## src/rtl/button_conditioner.sv

```systemverilog
// button_conditioner: synchronizes and debounces the raw mode-select and
// manual-step push-buttons, producing a debounced step level, single-cycle
// press strobes for both buttons, and a mode level toggled by each mode press.
//
// Handshake note: this block has no valid/ready interfaces; the pulse
// outputs are plain one-cycle strobes with no back-pressure.
//
// Internally each per-button signal is a 2-bit vector:
//   bit 0 = step button, bit 1 = mode (key) button.
module button_conditioner #(
  parameter int   DEBOUNCE_CYCLES = 270000,
  parameter logic MODE_RESET      = 1'b0
) (
  input  logic sys_clk,
  input  logic rst,
  input  logic key_n,
  input  logic step_n,
  output logic mode,
  output logic button,
  output logic step_pulse,
  output logic key_pulse
);

  localparam int CW = $clog2(DEBOUNCE_CYCLES + 1);
  // Last count before the stable level may flip. Using DEBOUNCE_CYCLES-1 gives
  // a flip on edge DEBOUNCE_CYCLES+2 after the raw edge: two edges in the
  // synchronizer, then DEBOUNCE_CYCLES mismatching cycles.
  localparam logic [CW-1:0] CNT_MAX = CW'(DEBOUNCE_CYCLES - 1);

  localparam int STEP = 0;
  localparam int KEY  = 1;

  logic [1:0]    raw;
  logic [1:0]    sync1_q, sync1_d;
  logic [1:0]    sync2_q, sync2_d;
  logic [1:0]    stable_q, stable_d;
  logic [CW-1:0] cnt_q [2];
  logic [CW-1:0] cnt_d [2];
  logic [1:0]    pulse_q, pulse_d;
  logic          mode_q, mode_d;

  // Buttons are active-low; convert to active-high before synchronizing.
  assign raw = {~key_n, ~step_n};

  // Synchronizer chain, debouncer counters and press detection.
  always_comb begin
    sync1_d  = raw;
    sync2_d  = sync1_q;
    stable_d = stable_q;
    pulse_d  = '0;
    for (int i = 0; i < 2; i++) begin
      cnt_d[i] = cnt_q[i];
      if (sync2_q[i] == stable_q[i]) begin
        // Input agrees with the accepted level: any partial count is a glitch.
        cnt_d[i] = '0;
      end else if (cnt_q[i] == CNT_MAX) begin
        // Held long enough: accept the new level. A 0->1 flip is a press.
        stable_d[i] = ~stable_q[i];
        cnt_d[i]    = '0;
        pulse_d[i]  = ~stable_q[i];
      end else begin
        // Saturates at CNT_MAX by construction, so it never wraps.
        cnt_d[i] = cnt_q[i] + CW'(1);
      end
    end
    // Mode toggles on the same edge that raises key_pulse.
    mode_d = mode_q ^ pulse_d[KEY];
  end

  // State registers with synchronous active-high reset.
  always_ff @(posedge sys_clk) begin
    if (rst) begin
      sync1_q  <= '0;
      sync2_q  <= '0;
      stable_q <= '0;
      cnt_q[0] <= '0;
      cnt_q[1] <= '0;
      pulse_q  <= '0;
      mode_q   <= MODE_RESET;
    end else begin
      sync1_q  <= sync1_d;
      sync2_q  <= sync2_d;
      stable_q <= stable_d;
      cnt_q[0] <= cnt_d[0];
      cnt_q[1] <= cnt_d[1];
      pulse_q  <= pulse_d;
      mode_q   <= mode_d;
    end
  end

  assign button     = stable_q[STEP];
  assign step_pulse = pulse_q[STEP];
  assign key_pulse  = pulse_q[KEY];
  assign mode       = mode_q;

endmodule
```

## config.mk

```make
export PLATFORM = sky130hd
export DESIGN_NAME = button_conditioner
export DESIGN_NICKNAME = d
export VERILOG_FILES = /design/src/rtl/button_conditioner.sv
export SDC_FILE = /design/constraint.sdc
export NUM_CORES = 1
export LEC_CHECK = 0
export CAP_MARGIN = 0
export CORE_UTILIZATION = 61
export CTS_BUF_LIST = sky130_fd_sc_hd__clkbuf_4
export DETAILED_ROUTE_END_ITERATION = 10
export PLACE_DENSITY = 0.8
export SLEW_MARGIN = 15
export SYNTH_ARGS = -nofsm -noshare
export SYNTH_HDL_FRONTEND = slang
export SYNTH_SLANG_ARGS = --single-unit
```

## constraint.sdc

```tcl
create_clock -name sys_clk -period 2.7 [get_ports sys_clk]
set_clock_uncertainty 0.15 [all_clocks]
set_input_delay 0.27 -clock sys_clk [delete_from_list [all_inputs] [get_ports sys_clk]]
set_output_delay 0.27 -clock sys_clk [all_outputs]
set_load 0.005 [all_outputs]
```

==> parameters.txt <==
Parameter                              Value

Timing
  Final Hold Fails    0
  Fin crit share    87.8%
  Number of endpoints failing setup at the final stage    0
  Unrepaired setup endpoints after global routing    false
  Total negative slack    0 ns
  Relative max-transition margin    21.9%
  FMAX    0.422 GHz
  Final number of max-transition violations    0
  Post-layout min period    2.37 ns
  Worst hold slack    0.280 ns
  Pin slew with the least headroom to its limit    1.16 ns

Worst setup path
  Cells traversed along the worst timing path    ha_1, nand4_1, o31ai_2, nor2_1
  Capturing element type of the critical path    register
  Buf+Inv Stages, Crit Path    0
  Gate family responsible for the most delay along the worst path    compound AO/OA/AOI/OAI gates
  Flop-to-flop setup slack    0.33 ns
  Arrival time worst endpoint    2.43 ns
  Slowest cell on crit path    sky130_fd_sc_hd__o31ai_2
  Critical Path Fanout Max    18
  Critical path startpoint category    register
  Launching point of the worst reg2reg path    cnt_q[0][0]$_SDFF_PP0_
  Logic depth of the worst register-to-register path    4
  Data required time of the worst path    2.76 ns
  Capture instance of the worst register-to-register path    cnt_q[0][14]$_SDFF_PP0_
  Critical setup path kind    register to register
  Delay contributed by the slowest stage of the critical path    1.03 ns
  Worst setup path start    cnt_q[0][0]$_SDFF_PP0_

Power
  VDD IR-drop max    0.309 mV
  Standby leakage power    0.663 nW
  Power Density    516 mW/mm^2

Yosys
  Top cells by area, synth    sky130_fd_sc_hd__dfxtp_1 (47%), sky130_fd_sc_hd__nor2_1 (7.1%), sky130_fd_sc_hd__xor2_1 (7.0%)
  Leading register cell type out of synthesis    sky130_fd_sc_hd__dfxtp_1
  Portion of synthesized cell area occupied by the leading cell type    46.7%
  Post-Synthesis Net Count    232
  Cell taking the most area after synthesis    sky130_fd_sc_hd__dfxtp_1
  Netlist area before placement    0.00201 mm^2
  Synth Warn #    0
  Synthesized netlist cell count    226
  Number of distinct standard cells referenced by the synthesized netlist    31
  Number of synthesized flops with an enable pin    0
  Synthesis-stage register bit count    47
  Sequential cell area fraction in the yosys report    46.7%
  Share of synthesized registers carrying an async set or reset    0%
  Post-synthesis average cell area    8.91 um^2

Placement
  Detailed Place HPWL    2630 um
  Post-Place Cell Area    0.00211 mm^2
  Port bufs    7
  Weighted congestion at the end of routability-driven global placement    0.871

Layout
  Util after Layout    70.5%
  Number of antenna diodes    0
  Area Overhead vs Synth    8.70%
  Cell area after layout    0.00219 mm^2
  Fraction of final layout cells with drive strength greater than 1    5.98%
  Number of fill cells    265
  Net count, final    239

Job
  Maximum Capacitance Violations    0

Clock tree
  Total CTS buffers    5
  Insertion delay to the later sink of the worst-skew pair    0.35 ns
  H-tree depth    2
  Post-cts repair resize count    0
  Number of setup buffers added after CTS    0
  TritonCTS clock tree    done
  Hold_buf cts    0
  Clk pin slew, worst setup/hold paths    0.13 ns
  Clock root cell    sky130_fd_sc_hd__clkbuf_4
  CTS Sinks    47
  Bufs on Longest Clock Path    2

GRT
  Overall routing resource usage    23.2%
  Maximum number of pins on one net before global-route repair    20
  Vias in the first global route    1492
  Antenna violations before repair    0
  GRT overflow    0
  Global-route wire length before repair    6090 um

Routing
  Routed length on met2    1990 um
  Residual antenna-violating net count after detailed routing    0
  Drt pass-1 iters    4
  Initial DRC count    144
  Average wire length per cell after detail routing    13.3 um
  WL met3    166 um
  DRC violations left    0
  Metal-1 WL    1500 um
  Via count of the routed design    1624
  Top Metal Used    met4
  Vias per inst    5.84
  Routed wire length    3710 um

Die
  Die Span Y    59.5 um
  Count of standard-cell rows    20
  Area of the die    0.00353 mm^2
  Initial cell density of the core    64.9%
  Die extent in x    59.5 um
  Std-Cell Core Area    0.00310 mm^2
  Ports    8

Hold path
  Cell depth of the worst hold path    2
  Hold Crit Endpoint    sync1_q[0]$_SDFF_PP0_
  Worst min path class    primary input to register
  Worst hold path startpoint    step_n

Status
  Outcome    completed
[worst max-delay path by stage]
stage                              end  slack [ns]  depth (start not counted)
4_1_cts        cnt_q[0][14]$_SDFF_PP0_        0.33                          4
6_report       cnt_q[0][14]$_SDFF_PP0_        0.33                          4
3_5_place_dp    cnt_q[0][9]$_SDFF_PP0_        0.35                          4
2_1_floorplan  cnt_q[0][31]$_SDFF_PP0_        0.53                          6
5_1_grt        cnt_q[0][14]$_SDFF_PP0_        0.18                          4
3_3_place_gp           mode$_SDFF_PP0_        0.49                          4
[Yosys cell counts (all sizes together) (7+ instances only)]
| cell type | number |
|---|---|
| dfxtp | 47 |
| nor2 | 38 |
| nand4 | 16 |
| xor2 | 16 |
| xnor2 | 13 |
| nand3 | 11 |
| a21oi | 9 |
| nand2 | 8 |
| clkbuf | 7 |
| nor4 | 7 |
| o21ai | 7 |
| or3 | 7 |
[cell usage in the layout (no fill, tap or decap), types with 5 or more instances in the layout]
cell type                         count
sky130_fd_sc_hd__a21oi_1              9
sky130_fd_sc_hd__clkbuf_4             5
sky130_fd_sc_hd__clkdlybuf4s50_1      7
sky130_fd_sc_hd__dfxtp_1             47
sky130_fd_sc_hd__inv_1                5
sky130_fd_sc_hd__nand2_1              8
sky130_fd_sc_hd__nand3_1             11
sky130_fd_sc_hd__nand4_1             16
sky130_fd_sc_hd__nor2_1              38
sky130_fd_sc_hd__nor3_1               5
sky130_fd_sc_hd__nor4_1               7
sky130_fd_sc_hd__o21ai_0              6
sky130_fd_sc_hd__or3_1                7
sky130_fd_sc_hd__xnor2_1             13
sky130_fd_sc_hd__xor2_1              16
[flip-flops by register name, indices dropped and copies added (netlist names)]
register	cells
sync1_q	2
sync2_q	2
cnt_q	38
stable_q	2
pulse_q	2
mode	1
[metal layers]
layer | up-vias | track usage, %
li1 | 813 | -
met1 | 765 | 22.3
met2 | 40 | 45.3
met3 | 6 | 6.33
met4 | 0 | 10.2
met5 | - | 0
[through the flow]
step	std cells	setup WS (ns)	power [W]
2_1_floorplan	226	0.532	0.000725
3_3_place_gp	270	0.491	0.000730
3_5_place_dp	270	0.349	0.000731
4_1_cts	278	0.329	0.00114
5_1_grt	278	0.175	0.00117
6_report	278	0.330	0.00113
[worst register-to-register path, stage by stage, from the launching register on]
cell	delay [ns]
sky130_fd_sc_hd__dfxtp_1	0.41
sky130_fd_sc_hd__ha_1	0.28
sky130_fd_sc_hd__nand4_1	0.22
sky130_fd_sc_hd__o31ai_2	1.03
sky130_fd_sc_hd__nor2_1	0.13
[layout make-up]
cell class              instances  area (um^2)  area share, %
clock inverters                 3         42.5           1.94
clock buffers                   5         37.5           1.72
flip-flops and latches         47          941           43.0
well taps                      44         55.1           2.52
repair buffers                  8         77.6           3.54
inverters                       5         18.8          0.858
multi-input cells             166         1020           46.4
[kinds of logic (layout without fill, tap and decap cells)]
logic type               Yosys count  count (layout)  synth area share, %
AO/OA/AOI/OAI                     19              19                 5.59
XOR/XNOR                          29              29                 12.6
adder cells (fa/ha/maj)            2               2                 1.24
buffers and inverters             13              21                 2.80
flip-flops                        47              47                 46.7
multiplexers                       1               1                0.497
AND/OR/NAND/NOR                  115             115                 30.5
[report_power, final]
| group | internal, W | switching, W |
|---|---|---|
| sequential | 0.000697 | 0.00000196 |
| clock | 0.000195 | 0.000217 |
| combinational | 0.00000769 | 0.00000925 |
No activity file was read; power rests on OpenSTA's default activity.
